$ cat src/rtl/branch_predictor.sv
// Gshare/bimodal direction predictor: a table of saturating counters indexed by PC
// (optionally XORed with global history), with a registered lookup and a clear sweep.
module branch_predictor #(
    parameter int ENTRIES   = 64,
    parameter int CTR_W     = 2,
    parameter int GHR_W     = 6,
    parameter int GSHARE    = 1,
    parameter int RESET_CTR = (2 ** (CTR_W - 1)) - 1
) (
    input  logic                        clk,
    input  logic                        rst_n,
    input  logic                        lookup_valid_i,
    input  logic [31:0]                 lookup_pc_i,
    output logic                        pred_valid_o,
    output logic                        pred_taken_o,
    output logic [$clog2(ENTRIES)-1:0]  pred_index_o,
    input  logic                        update_valid_i,
    input  logic [$clog2(ENTRIES)-1:0]  update_index_i,
    input  logic                        update_taken_i,
    input  logic                        clear_i,
    output logic                        ready_o
);

    localparam int IDX_W = $clog2(ENTRIES);
    localparam logic [CTR_W-1:0] CTR_MAX   = '1;
    localparam logic [CTR_W-1:0] RESET_VAL = CTR_W'(RESET_CTR);
    localparam logic [IDX_W-1:0] LAST_IDX  = IDX_W'(ENTRIES - 1);

    typedef enum logic {
        IDLE,
        SWEEP
    } state_t;

    state_t             state;
    state_t             next_state;
    logic [CTR_W-1:0]   ctr_table [ENTRIES];
    logic [GHR_W-1:0]   ghr;
    logic [IDX_W-1:0]   sweep_ptr;
    logic [IDX_W-1:0]   pc_bits;
    logic [IDX_W-1:0]   lookup_index;
    logic [CTR_W-1:0]   cur_ctr;
    logic [CTR_W-1:0]   next_ctr;
    logic               start_sweep;
    logic               lookup_accept;
    logic               update_accept;
    logic               unused_pc_bits;

    assign pc_bits        = lookup_pc_i[IDX_W+1:2];
    assign unused_pc_bits = ^{lookup_pc_i[31:IDX_W+2], lookup_pc_i[1:0]};

    generate
        if (GSHARE != 0) begin : g_gshare
            assign lookup_index = pc_bits ^ IDX_W'(ghr);
        end else begin : g_bimodal
            assign lookup_index = pc_bits;
        end
    endgenerate

    // A clear pulse wins over any lookup or update presented in the same cycle.
    assign ready_o       = (state == IDLE);
    assign start_sweep   = ready_o && clear_i;
    assign lookup_accept = ready_o && lookup_valid_i && !clear_i;
    assign update_accept = ready_o && update_valid_i && !clear_i;

    always_ff @(posedge clk or negedge rst_n) begin
        if (!rst_n) begin
            state <= IDLE;
        end else begin
            state <= next_state;
        end
    end

    always_comb begin
        next_state = state;
        case (state)
            IDLE:    if (clear_i) next_state = SWEEP;
            SWEEP:   if (sweep_ptr == LAST_IDX) next_state = IDLE;
            default: next_state = IDLE;
        endcase
    end

    always_comb begin
        cur_ctr  = ctr_table[update_index_i];
        next_ctr = cur_ctr;
        if (update_taken_i) begin
            if (cur_ctr != CTR_MAX) next_ctr = cur_ctr + 1'b1;
        end else begin
            if (cur_ctr != '0) next_ctr = cur_ctr - 1'b1;
        end
    end

    always_ff @(posedge clk or negedge rst_n) begin
        if (!rst_n) begin
            for (int i = 0; i < ENTRIES; i++) begin
                ctr_table[i] <= RESET_VAL;
            end
        end else if (state == SWEEP) begin
            ctr_table[sweep_ptr] <= RESET_VAL;
        end else if (update_accept) begin
            ctr_table[update_index_i] <= next_ctr;
        end
    end

    // History is non-speculative: it only moves on resolved updates.
    always_ff @(posedge clk or negedge rst_n) begin
        if (!rst_n) begin
            ghr       <= '0;
            sweep_ptr <= '0;
        end else if (start_sweep) begin
            ghr       <= '0;
            sweep_ptr <= '0;
        end else if (state == SWEEP) begin
            sweep_ptr <= sweep_ptr + 1'b1;
        end else if (update_accept) begin
            ghr <= (ghr << 1) | GHR_W'(update_taken_i);
        end
    end

    // Lookup reads the pre-update counter; no bypass from a same-cycle update.
    always_ff @(posedge clk or negedge rst_n) begin
        if (!rst_n) begin
            pred_valid_o <= 1'b0;
            pred_taken_o <= 1'b0;
            pred_index_o <= '0;
        end else if (lookup_accept) begin
            pred_valid_o <= 1'b1;
            pred_taken_o <= ctr_table[lookup_index][CTR_W-1];
            pred_index_o <= lookup_index;
        end else begin
            pred_valid_o <= 1'b0;
            pred_taken_o <= 1'b0;
            pred_index_o <= '0;
        end
    end

endmodule

$ cat config.mk
export PLATFORM = sky130hd
export DESIGN_NAME = branch_predictor
export DESIGN_NICKNAME = d
export VERILOG_FILES = /design/src/rtl/branch_predictor.sv
export SDC_FILE = /design/constraint.sdc
export NUM_CORES = 1
export LEC_CHECK = 0
export BUFFER_PORTS_ARGS = -buffer_cell sky130_fd_sc_hd__buf_2
export CAP_MARGIN = 40
export CORE_ASPECT_RATIO = 1.75
export CORE_MARGIN = 1.5
export CORE_UTILIZATION = 56
export DETAILED_ROUTE_END_ITERATION = 6
export MAX_ROUTING_LAYER = met4
export PLACE_DENSITY_LB_ADDON = 0.12
export SLEW_MARGIN = 30
export SYNTH_ARGS = -nofsm -noshare
export SYNTH_HDL_FRONTEND = slang
export SYNTH_SLANG_ARGS = --single-unit
$ cat constraint.sdc
create_clock -name clk -period 3 [get_ports clk]
set_input_delay 0.45 -clock clk [delete_from_list [all_inputs] [get_ports clk]]
set_output_delay 0.45 -clock clk [all_outputs]
set_load 0.005 [all_outputs]
Yosys cells after proc, flatten, opt, wreduce, memory -nomap -nowiden
Index checks and enable logic that the tools add are counted.
{"block": "classes", "eq_ne": 3, "magnitude_cmp": 5, "n_addsub": 3, "n_shift": 0, "div_mod_pow": 0, "n_reduce_logical": 13, "mux": 27, "multipliers": 0, "bitwise_logic": 9}
{"op": "$mux W128", "count": 2}
{"op": "$bwmux W128", "count": 1}
{"op": "$and A64 B64 Y64", "count": 1}
{"op": "$not A64 Y64", "count": 1}
{"op": "$or A64 B64 Y64", "count": 1}
{"op": "$mux W6", "count": 6}
{"op": "$bmux W2 S6", "count": 2}
{"op": "$demux W2 S6", "count": 2}
{"op": "$ge A7 B7 Y1 const B", "count": 3}
{"op": "$not A6 Y7", "count": 3}
{"op": "$mux W2", "count": 9}
{"op": "$lt A7 B1 Y1 const B", "count": 2}
{"op": "$reduce_bool A2 Y1", "count": 4}
{"op": "$logic_and A1 B1 Y1", "count": 7}
{"op": "$add A6 B1 Y6 const B", "count": 1}
{"op": "$eq A6 B6 Y1 const B", "count": 1}
{"op": "$or A6 B1 Y6", "count": 1}
{"op": "$xor A6 B6 Y6", "count": 1}
{"op": "$mux W1", "count": 4}
{"op": "$add A2 B1 Y2 const B", "count": 1}
{"op": "$ne A2 B1 Y1 const B", "count": 1}
{"op": "$ne A2 B2 Y1 const B", "count": 1}
{"op": "$pmux W1 S2", "count": 1}
{"op": "$reduce_and A2 Y1", "count": 1}
{"op": "3 further kinds", "count": 3}
{"block": "totals", "romBits": 0, "n_memories": 0, "elab_cells": 130, "latchBits": 0, "ramBits": 0, "output_inout_bits": 9, "input_bits": 44, "reg_bits": 149}

Logic depth before layout (Yosys ltp)
Gate-level depths: netlist (run 1).
{"block": "depth", "word_depth": 10, "mapped_depth": 13, "depth_no_buf": 8}

Least setup slack after synthesis (run 1)
OpenSTA, ideal clock, no wires.
{"block": "synth_path", "path_type": "input -> register", "from": "input port lookup_pc_i[2]", "to": "register pred_taken_o", "t_required_ns": 2.864, "path_buffers": 1, "arrival_time_ns": 2.784, "path_stages": 6, "setup_time_ns": 0.136, "path_slack_ns": 0.080, "cell_sequence": "xor2_1 buf_2 mux4_2 mux4_2 a211oi_1 a211oi_1"}
{"block": "synth_between", "elab_chain_cells": 6}
{"element": "start, declared", "line": "13", "rtl": "input logic [31:0] lookup_pc_i,"}
{"element": "$xor A6 B6 Y6", "line": "53", "rtl": "assign lookup_index = pc_bits ^ IDX_W'(ghr);"}
{"element": "$not A6 Y7 (not written as such)", "line": "127", "rtl": "pred_taken_o <= ctr_table[lookup_index][CTR_W-1];"}
{"element": "$bmux W2 S6", "line": "127"}
{"element": "$mux W2 (not written as such) (2 in a row)", "line": "127"}
{"element": "$mux W1", "line": "125", "rtl": "end else if (lookup_accept) begin"}
{"element": "end signal, assigned", "line": "127"}
{"element": "end, declared", "line": "15", "rtl": "output logic pred_taken_o,"}
Every way passes these cells. The select of a mux whose other input is x is not followed.
A chain may end at the register's enable or synchronous reset.

Worst setup path in the final report (run 1)
{"block": "layout_path", "from": "input port update_index_i[0]", "to": "register ctr_table[44] in the netlist's numbering"}
{"block": "layout_between", "elab_chain_cells": 10, "word_cells_on_any_way": 19, "cone_classes": "2 x add/sub; 2 x order compare; 1 x eq/ne; 11 x mux; 1 x bitwise; 2 x reduce/logical"}
{"element": "start, declared", "line": "18", "rtl": "input logic [$clog2(ENTRIES)-1:0] update_index_i,"}
{"element": "$not A6 Y7 (not written as such) (*)", "line": "83, 100"}
{"element": "$bmux W2 S6", "line": "83", "rtl": "cur_ctr = ctr_table[update_index_i];"}
{"element": "$mux W2 (not written as such) (2 in a row)", "line": "83"}
{"element": "$sub A2 B1 Y2 (tied with other cells)", "line": "88", "rtl": "if (cur_ctr != '0) next_ctr = cur_ctr - 1'b1;"}
{"element": "$mux W2 (on tied branches)", "line": "88, 86"}
{"element": "$mux W2", "line": "85", "rtl": "if (update_taken_i) begin"}
{"element": "$bwmux W128 (*)", "line": "100", "rtl": "ctr_table[update_index_i] <= next_ctr;"}
{"element": "$mux W128 (*)", "line": "99", "rtl": "end else if (update_accept) begin"}
{"element": "$mux W128 (*)", "line": "97", "rtl": "end else if (state == SWEEP) begin"}
{"element": "end signal, assigned by index", "line": "100"}
{"element": "end, declared", "line": "36", "rtl": "logic [CTR_W-1:0] ctr_table [ENTRIES];"}
Every way passes the cells marked *; elsewhere a longest branch is shown, timed or not. The select of a mux whose other input is x is not followed.

==> results.toml, run 1 <==
[timing]
max_freq_ghz = 0.3507
worstMarginPinSlew_ns = 0.9293
hold_violations = 11
fin_skew_ns = 0.01326
period_share = 0.9505
grt_setup_unrepaired = "no"
min_period_ns = 2.852
finalSetupTns_ns = 0
final_max_slew_viol_count = 0
whs_ns = -0.01975
relSlewSlack = 0.3781
setup_violations = 0

[worst_hold_path]
hp-class = "input pin to async pin"

[floorplanning]
initial_core_util = 0.5742
die_y_um = 169.6
rows = 60
coreArea_um2 = 15460
fp.dieW_um = 98.19
io_pins = 53
die_area_um2 = 16650

[routing]
routed_wl_mm = 30.24
via_per_inst = 6.907
drt-initial-drc-count = 818
vias = 8130
wl_per_cell_um = 25.70
antenna_left = 0
first_pass_iters = 5
route.detailed.drc = 0

[worst_setup_path]
critPathTopFamily = "simple AND/OR/NAND/NOR gates"
cp.buffers_inverters = 2
critPathArrivalTime_ns = 3.20
crit_slowest_cell = "or4_4"
slowest_delay_ns = 0.55
start_kind = "input pin"
endpoint_kind = "flop"
cp_max_fo = 40
critPathKind = "input pin to flop"
crit_chain = "buf_2 -> nor2_1 -> a221oi_1 -> nor3_1 -> or4_4 -> nor4b_4 -> nand2_1 -> maj3_2 -> buf_12 -> o211ai_2"
crit_required_ns = 3.35

[synth]
yosysUniqueCellTypes = 57
ys_async_sr_fraction = 1.000
synth_compound_area_frac = 0.2095
yosysTopAreaCellShare = 0.2395
ys_seq_area_frac = 0.4289
ys_top_cells_by_area = "dfrtp_1 24%, dfstp_2 19%, mux4_2 9.1%, o21ai_0 7.4%, nand2_1 7.0%"
synthSimpleGateAreaFrac = 0.2087
syn_area_um2 = 8880
synth_warnings = 0
synthTopCellsByCount = "165 x nand2_1, 132 x o21ai_0, 85 x dfrtp_1, 84 x nor2_1, 64 x dfstp_2"
postSynthCellCount = 944
yosysMostFrequentCell = "nand2_1"
synthFlopType = "dfrtp_1"
ys_ff_latch = 149
muxShareOfSynthArea = 0.1017
yosysTopAreaCell = "dfrtp_1"
synth_top_family_by_area = "compound AO/OA/AOI/OAI gates"
syn_area_per_cell_um2 = 9.407
synth_edf_count = 0
synth-adder-area-share = 0.002677
synth-xor-area-share = 0.008877
synth_nets = 989

[power_and_ir_drop]
peakVddDrop_v = 0.0003282
power_density_nw_per_um2 = 666.8
power_mw = 6.699
leakage_nw = 4.383

[placement]
dp_cells = 1146
hpwl_mm = 20.81
gp_congestion = 0.9719
io_buffers = 26

[global_routing]
track_usage = 0.3850
grt_pass1_wl_mm = 47.09
grt-ovfl-total = 0
grt_max_degree = 59
antenna_found_initial = 0
grt_pass1_vias = 8412

[finish]
num-fill-cells = 1263
fin_cells = 1177
fin_nets = 1024
multi_input_area_um2 = 4758
drive_above_1_share = 0.2785
syn_to_final_growth_pct = 13.13
register_area_um2 = 3810
antennaDiodeCount = 0
finish.utilization = 0.6496

[cts]
cts_num_sinks = 149
cts_tree = "done"
cts_htree_levels = 4
cts_buffer_depth = 2
path_clk_slew_ns = 0.07
cts_made_buffers = 17
clock_latency_ns = 0.43
cts-root-buf = "clkbuf_16"

[run]
max_cap_viol_count = 0

[outcome]
violations = "negative hold slack"
outcome = "finished with violations"
==> through the flow <==
| stage | setup WS (ns) | hold WS [ns] | instance area (µm²) |
|---|---|---|---|
| 6_report | 0.1485 | -0.01975 | 10050 |
| 5_1_grt | 0.02803 | 0.02686 | 10050 |
| 4_1_cts | 0.1644 | 0.002978 | 10030 |
| 3_5_place_dp | -0.2530 | 0.4571 | 9443 |
| 3_3_place_gp | -0.2057 | 0.4480 | 9443 |
| 2_1_floorplan | 0.07967 | 0.1544 | 8880 |
==> placed cells by master, fill, tap and decap left out, drive strengths merged, types with 4 or more instances in the layout <==
master / count
nor2b: 12
nand3: 59
clkinv: 4
o21ai: 145
dfstp: 64
xnor2: 4
nand2: 165
or2: 4
o211ai: 62
nor3: 16
inv: 9
a22oi: 13
mux2i: 7
and3: 8
and2: 5
or3b: 4
mux4: 36
a21oi: 14
a31oi: 7
nor2: 84
clkbuf: 19
nor3b: 5
a221oi: 12
dfrtp: 85
buf: 82
xor2: 5
nand3b: 21
or3: 5
==> power by group <==
part           switching (mW)  leakage (nW)  internal [mW]
sequential              0.337          1.79           2.34
clock                   0.901         0.280           1.31
combinational            1.17          2.31          0.643
==> routing by layer <==
metal / part of all wire / GRT usage / up-vias
met5: 0 / - / -
met4: 0.077 / 0.2517 / 0
met3: 0.080 / 0.07290 / 146
met2: 0.48 / 0.6093 / 452
met1: 0.36 / 0.4471 / 4008
li1: - / - / 3524
==> cell families after synthesis <==
logic type	count (synthesis)
flops	149
buf+inv	73
mux	45
compound gates	269
xor+xnor	9
simple gates	397
fa+ha+maj	2
==> worst reg2reg max path: stages, from the launching register on <==
cell	delay [ns]
dfrtp_1	0.42
mux4_2	0.47
a22oi_1	0.24
nor2_1	0.06
a221o_1	0.33
nor4_4	0.33
nand3_1	0.17
a21oi_4	0.21
buf_4	0.27
o21ai_0	0.15
==> worst paths after layout <==
kind,from,end,slack (ns),cells after the start
worst min register to register,ctr_table[16]$_DFFE_PN1P_,ctr_table[16]$_DFFE_PN1P_,0.51,2
max in group asynchronous,rst_n,ctr_table[32]$_DFFE_PN1P_,2.16,2
worst max-delay path,update_index_i[0],ctr_table[44]$_DFFE_PN1P_,0.15,10
min in group clk,lookup_valid_i,pred_index_o[5]$_DFF_PN0_,0.29,2
worst min-delay path,rst_n,sweep_ptr[2]$_DFFE_PN0P_,-0.02,1
worst max register to register,ctr_table[95]$_DFFE_PN0P_,ctr_table[9]$_DFFE_PN0P_,0.21,9
==> cell type report <==
type / instances / area share
multi-input cells: 722 / 0.4737
clock inverters: 12 / 0.01532
clock buffers: 19 / 0.04309
inverters: 7 / 0.002616
repair buffers: 82 / 0.06290
flip-flops and latches: 149 / 0.3792
well taps: 186 / 0.02317
==> registers in the layout (all words and copies together) (netlist names) <==
name	cells
ctr_table	128
ghr	6
pred_index_o	6
pred_taken_o	1
pred_valid_o	1
state	1
sweep_ptr	6
==> what timing repair did <==
action,4_1_cts,5_1_grt
setup endpoints to repair,0,2
resized for setup,0,3
setup buffers,0,0
hold buffers,0,0
No activity file was read; power rests on OpenSTA's default activity.
==> inputs of run 2 (changes only) <==
--- a/config.mk
+++ b/config.mk
@@ -13,6 +13,7 @@
 export DETAILED_ROUTE_END_ITERATION = 6
 export MAX_ROUTING_LAYER = met4
 export PLACE_DENSITY_LB_ADDON = 0.12
+export REMOVE_ABC_BUFFERS = 1
 export SLEW_MARGIN = 30
 export SYNTH_ARGS = -nofsm -noshare
 export SYNTH_HDL_FRONTEND = slang
==> run 2 against run 1 <==
The flow still finishes with violations (negative hold slack). Sequential cell count unchanged. Count of clock-buffer cells in the layout unchanged. Worst setup slack improved by 0.055 ns. First-iteration DRC count down 9.4%. Sequential power is 1% lower. Via count increased by 0.82%. Global-route usage is 0.91 points lower. Non-clock buffer count up 2.
==> results.toml, run 2 (same netlist as run 1, synthesis figures left out) <==
[outcome]
outcome = "finished with violations"
violations = "negative hold slack"

[power_and_ir_drop]
swShare = 0.3509
power_density_nw_per_um2 = 675.1
intPower_mw = 4.443
switching_power_mw = 2.402
leakage_nw = 4.431
seq_power_share = 0.384
p_comb_frac = 0.275
peakVddDrop_v = 0.0003615
power_frac_clock = 0.342

[worst_setup_path]
r2r_cells = 10
critPathArrivalTime_ns = 3.14
crit_required_ns = 3.35
cp_max_fo = 28
rrSetupSlack_ns = 0.25
start_kind = "input pin"
critPathKind = "input pin to flop"
endpoint_kind = "flop"

[worst_hold_path]
hp-class = "input pin to async pin"

[finish]
num-fill-cells = 1242
fin_nets = 1026
fin_area_um2 = 10140
final_common_cell = "nand2_1"
register_area_um2 = 3810
final_cell_mix = "165 x nand2_1, 132 x o21ai_0, 84 x dfrtp_1, 83 x nor2_1, 64 x dfstp_2"
regMostFlops = "ctr_table"
drive_above_1_share = 0.2817
largest_reg_flops = 128
antennaDiodeCount = 0
multi_input_area_um2 = 4751
syn_to_final_growth_pct = 14.19

[floorplanning]
fp.dieW_um = 98.19
rows = 60
die_y_um = 169.6
die_area_um2 = 16650
coreArea_um2 = 15460
io_pins = 53
initial_core_util = 0.5742

[cts]
clock_latency_ns = 0.43
cts_buffer_depth = 2
cts-root-buf = "clkbuf_16"
cts_made_buffers = 17
path_clk_slew_ns = 0.06
cts_htree_levels = 4
cts_num_sinks = 149
cts_tree = "done"

[routing]
first_pass_iters = 7
wl_per_cell_um = 24.98
routed_wl_mm = 29.48
route.detailed.drc = 0
antenna_left = 0
via_per_inst = 6.947
vias = 8197
drt-initial-drc-count = 741

[timing]
final.setup.worst_slack_ns = 0.2035
period_share = 0.9322
final_max_slew_viol_count = 0
setup_violations = 0
hold_violations = 1
worstMarginPinSlew_ns = 0.8070
min_period_ns = 2.796
whs_ns = -0.005554
fin_skew_ns = 0.01138
relSlewSlack = 0.4620
max_freq_ghz = 0.3576
grt_setup_unrepaired = "no"

[placement]
hpwl_mm = 20.22
gp_congestion = 0.9531
io_buffers = 26
pre_cts_ws_ns = -0.2667
placed_area_um2 = 9475

[global_routing]
grt-ovfl-total = 0
antenna_found_initial = 0
grt_pass1_vias = 8105
track_usage = 0.3758
grt_max_degree = 81
grt_pass1_wl_mm = 46.07

[run]
max_cap_viol_count = 0
run 2: cell count changes in the layout (fill, tap and decap cells not counted), moves of 2 or more:
cell,previous run,this run
clkinvlp_4,3,0
clkinv_4,0,3
buf_4,50,48
buf_12,6,8
run 2: critical path, stage by stage:
cell and delay [ns]:
buf_2 0.18, and2_1 0.32, a221oi_1 0.35, nor3_1 0.11, or4_4 0.56, nor4b_4 0.27
nand2_1 0.10, maj3_2 0.36, buf_12 0.19, o211ai_1 0.22
run 2: what timing repair did:
item,CTS,global route
endpoints found under the setup margin,0,29
resized for setup,0,3
hold buffers,0,0
setup buffers,0,0
run 2: layer usage:
layer  vias up  global-route usage  share of wire
li1       3522                   -              -
met1      4024              0.4454           0.36
met2       496              0.5967           0.49
met3       155             0.07084          0.094
met4         0              0.2235          0.064
met5         -                   -              0
run 2: final cells by class:
cell class / instances / area share
inverter: 7 / 0.002591
sequential: 149 / 0.3757
multi-input combinational: 722 / 0.4685
tap: 186 / 0.02295
clock buffer: 19 / 0.04368
timing repair buffer: 84 / 0.06737
clock inverter: 13 / 0.01913
run 2: power by group through the flow:
stage	Clock, mW	Combinational, mW	Sequential (mW)
global route	2.44	2.00	2.65
CTS	2.36	1.83	2.62
detailed placement	0	1.82	2.64
finish	2.34	1.88	2.63
global placement	0	1.77	2.63
floorplan	0	1.05	2.56
run 2: path summary, 6_finish.rpt:
path	start	end
min reg2reg	ctr_table[80]$_DFFE_PN1P_	ctr_table[80]$_DFFE_PN1P_
min	rst_n	sweep_ptr[2]$_DFFE_PN0P_
max reg2reg	ctr_table[85]$_DFFE_PN0P_	ctr_table[101]$_DFFE_PN0P_
max in group asynchronous	rst_n	ctr_table[62]$_DFFE_PN1P_
max	update_index_i[0]	ctr_table[10]$_DFFE_PN1P_
min in group clk	lookup_valid_i	pred_index_o[1]$_DFF_PN0_
run 2: through the flow:
stage	total power [mW]	setup TNS, ns	instances	hold slack, ns	util
after floorplan	3.611	-30.24	878	0.1544	-
after global placement	4.394	-24.29	1147	0.4689	0.6127
after detailed placement	4.459	-25.51	1147	0.4772	0.6127
after CTS	6.802	0	1179	0.02356	0.6539
after global routing	7.096	0	1180	0.03605	0.6557
final	6.845	0	1180	-0.005554	0.6557
==> inputs of run 3 (changes only) <==
--- a/config.mk
+++ b/config.mk
@@ -12,9 +12,10 @@
 export CORE_UTILIZATION = 56
 export DETAILED_ROUTE_END_ITERATION = 6
 export MAX_ROUTING_LAYER = met4
-export PLACE_DENSITY_LB_ADDON = 0.12
+export PLACE_DENSITY = 0.75
+export RECOVER_POWER = 25
 export REMOVE_ABC_BUFFERS = 1
-export SLEW_MARGIN = 30
+export SLEW_MARGIN = 40
 export SYNTH_ARGS = -nofsm -noshare
 export SYNTH_HDL_FRONTEND = slang
 export SYNTH_SLANG_ARGS = --single-unit
==> run 3 against run 2 <==
The run ends with max-capacitance violations, max-slew violations left. Clock skew up 0.0023 ns. First-iteration DRC count shrank 0.40%. Hold slack improved by 0.30 ns. Critical path depth is 1 higher. Critical path type unchanged. Count of clock-buffer cells in the layout decreased by 1. Cell count is 0.34% lower. Combinational power fell by 3%.
==> results.toml, run 3 (same netlist as run 1, synthesis figures left out) <==
[outcome]
outcome = "finished with violations"
violations = "max-capacitance violations, max-slew violations"

[timing]
fin_skew_ns = 0.01370
relSlewSlack = -0.2396
hold_violations = 0
grt_setup_unrepaired = "no"
worstMarginPinSlew_ns = 1.859
period_share = 0.9671
final_max_slew_viol_count = 72
max_freq_ghz = 0.3447
min_period_ns = 2.901
whs_ns = 0.2906
finalSetupTns_ns = 0
setup_violations = 0

[floorplanning]
io_pins = 53
rows = 60
die_y_um = 169.6
die_area_um2 = 16650
initial_core_util = 0.5742
fp.dieW_um = 98.19
coreArea_um2 = 15460

[worst_setup_path]
cp_max_fo = 40
start_kind = "input pin"
path_depth = 11
crit_required_ns = 3.30
crit_chain = "buf_2 -> buf_12 -> mux4_2 -> and3_1 -> a31oi_1 -> o21ai_0 -> nor4_2 -> nand3_1 -> a21oi_4 -> buf_12 -> o21ai_0"
cp.buffers_inverters = 3
endpoint_kind = "flop"
critPathArrivalTime_ns = 3.20
crit_slowest_cell = "mux4_2"
critPathTopFamily = "buffers and inverters"
slowest_delay_ns = 0.54
critPathKind = "input pin to flop"
r2r_cells = 9

[finish]
regMostFlops = "ctr_table"
largest_reg_flops = 128
final_common_cell = "nand2_1"
final_cell_mix = "165 x nand2_1, 132 x o21ai_0, 84 x dfrtp_1, 83 x nor2_1, 64 x dfstp_2"
num-fill-cells = 1273
antennaDiodeCount = 0
syn_to_final_growth_pct = 13.20
fin_area_um2 = 10050
fin_nets = 1022
drive_above_1_share = 0.2818

[worst_hold_path]
hp-class = "input pin to flop"
min_path_cells = 2

[global_routing]
grt-ovfl-total = 0
grt_pass1_vias = 8335
antenna_found_initial = 0
track_usage = 0.3817
grt_max_degree = 73
grt_pass1_wl_mm = 46.31

[routing]
wl_per_cell_um = 25.45
vias = 8230
routed_wl_mm = 29.93
drt-initial-drc-count = 738
first_pass_iters = 6
antenna_left = 0
route.detailed.drc = 0
via_per_inst = 6.998

[cts]
cts_buffer_depth = 2
cts_made_buffers = 17
cts_tree = "done"
path_clk_slew_ns = 0.06
cts_num_sinks = 149
cts_htree_levels = 4
cts-root-buf = "clkbuf_16"
clock_latency_ns = 0.44

[power_and_ir_drop]
leakage_nw = 4.373
p_comb_frac = 0.275
switching_power_mw = 2.463
power_frac_clock = 0.324
power_density_nw_per_um2 = 661.8
swShare = 0.3702
seq_power_share = 0.401
intPower_mw = 4.189
peakVddDrop_v = 0.0003608

[run]
max_cap_viol_count = 1

[placement]
hpwl_mm = 20.05
io_buffers = 26
gp_congestion = 1.044
placed_area_um2 = 9468
[run 3: power by group through the flow]
| stage | Sequential (mW) | Clock, mW | Combinational [mW] |
|---|---|---|---|
| finish | 2.67 | 2.16 | 1.83 |
| CTS | 2.65 | 2.17 | 1.79 |
| floorplan | 2.56 | 0 | 1.05 |
| detailed placement | 2.67 | 0 | 1.77 |
| global placement | 2.66 | 0 | 1.74 |
| global route | 2.69 | 2.25 | 1.93 |
[run 3: through the flow]
step	power [mW]	utilization	instances	setup WS [ns]
2_1_floorplan	3.611	-	878	-0.4189
3_3_place_gp	4.401	0.6122	1144	-0.3277
3_5_place_dp	4.444	0.6122	1144	-0.4165
4_1_cts	6.605	0.6498	1176	0.04956
5_1_grt	6.868	0.6500	1176	0.02900
6_report	6.652	0.6500	1176	0.09881
[run 3: per-layer routing]
| metal | track usage | up-vias | part of all wire |
|---|---|---|---|
| li1 | - | 3525 | - |
| met1 | 0.4028 | 3953 | 0.33 |
| met2 | 0.6045 | 540 | 0.47 |
| met3 | 0.08731 | 212 | 0.096 |
| met4 | 0.3172 | 0 | 0.10 |
| met5 | - | - | 0 |
[run 3: cell type report]
type                    instances  area, µm²  area share
multi-input cells             722       4758      0.4734
flip-flops and latches        149       3810      0.3790
repair buffers                 80      644.4     0.06410
clock buffers                  18      439.2     0.04369
well taps                     186      232.7     0.02315
clock inverters                14      141.4     0.01407
inverters                       7      26.28    0.002614
[run 3: final timing paths]
kind / startpoint / to / slack, ns
setup / recovery: update_index_i[0] / ctr_table[23]$_DFFE_PN0P_ / 0.1
max in group asynchronous: rst_n / ctr_table[113]$_DFFE_PN0P_ / 0.94
hold reg to reg: ctr_table[106]$_DFFE_PN1P_ / ctr_table[106]$_DFFE_PN1P_ / 0.50
setup reg to reg: ctr_table[87]$_DFFE_PN0P_ / ctr_table[23]$_DFFE_PN0P_ / 0.15
min in group asynchronous: rst_n / sweep_ptr[4]$_DFFE_PN0P_ / 0.49
hold / removal: lookup_valid_i / pred_index_o[5]$_DFF_PN0_ / 0.29
[run 3: timing repair]
item | CTS | global route
resized for setup | 0 | 4
setup endpoints to repair | 0 | 108
buffers inserted | 0 | 0
hold buffers | 0 | 0
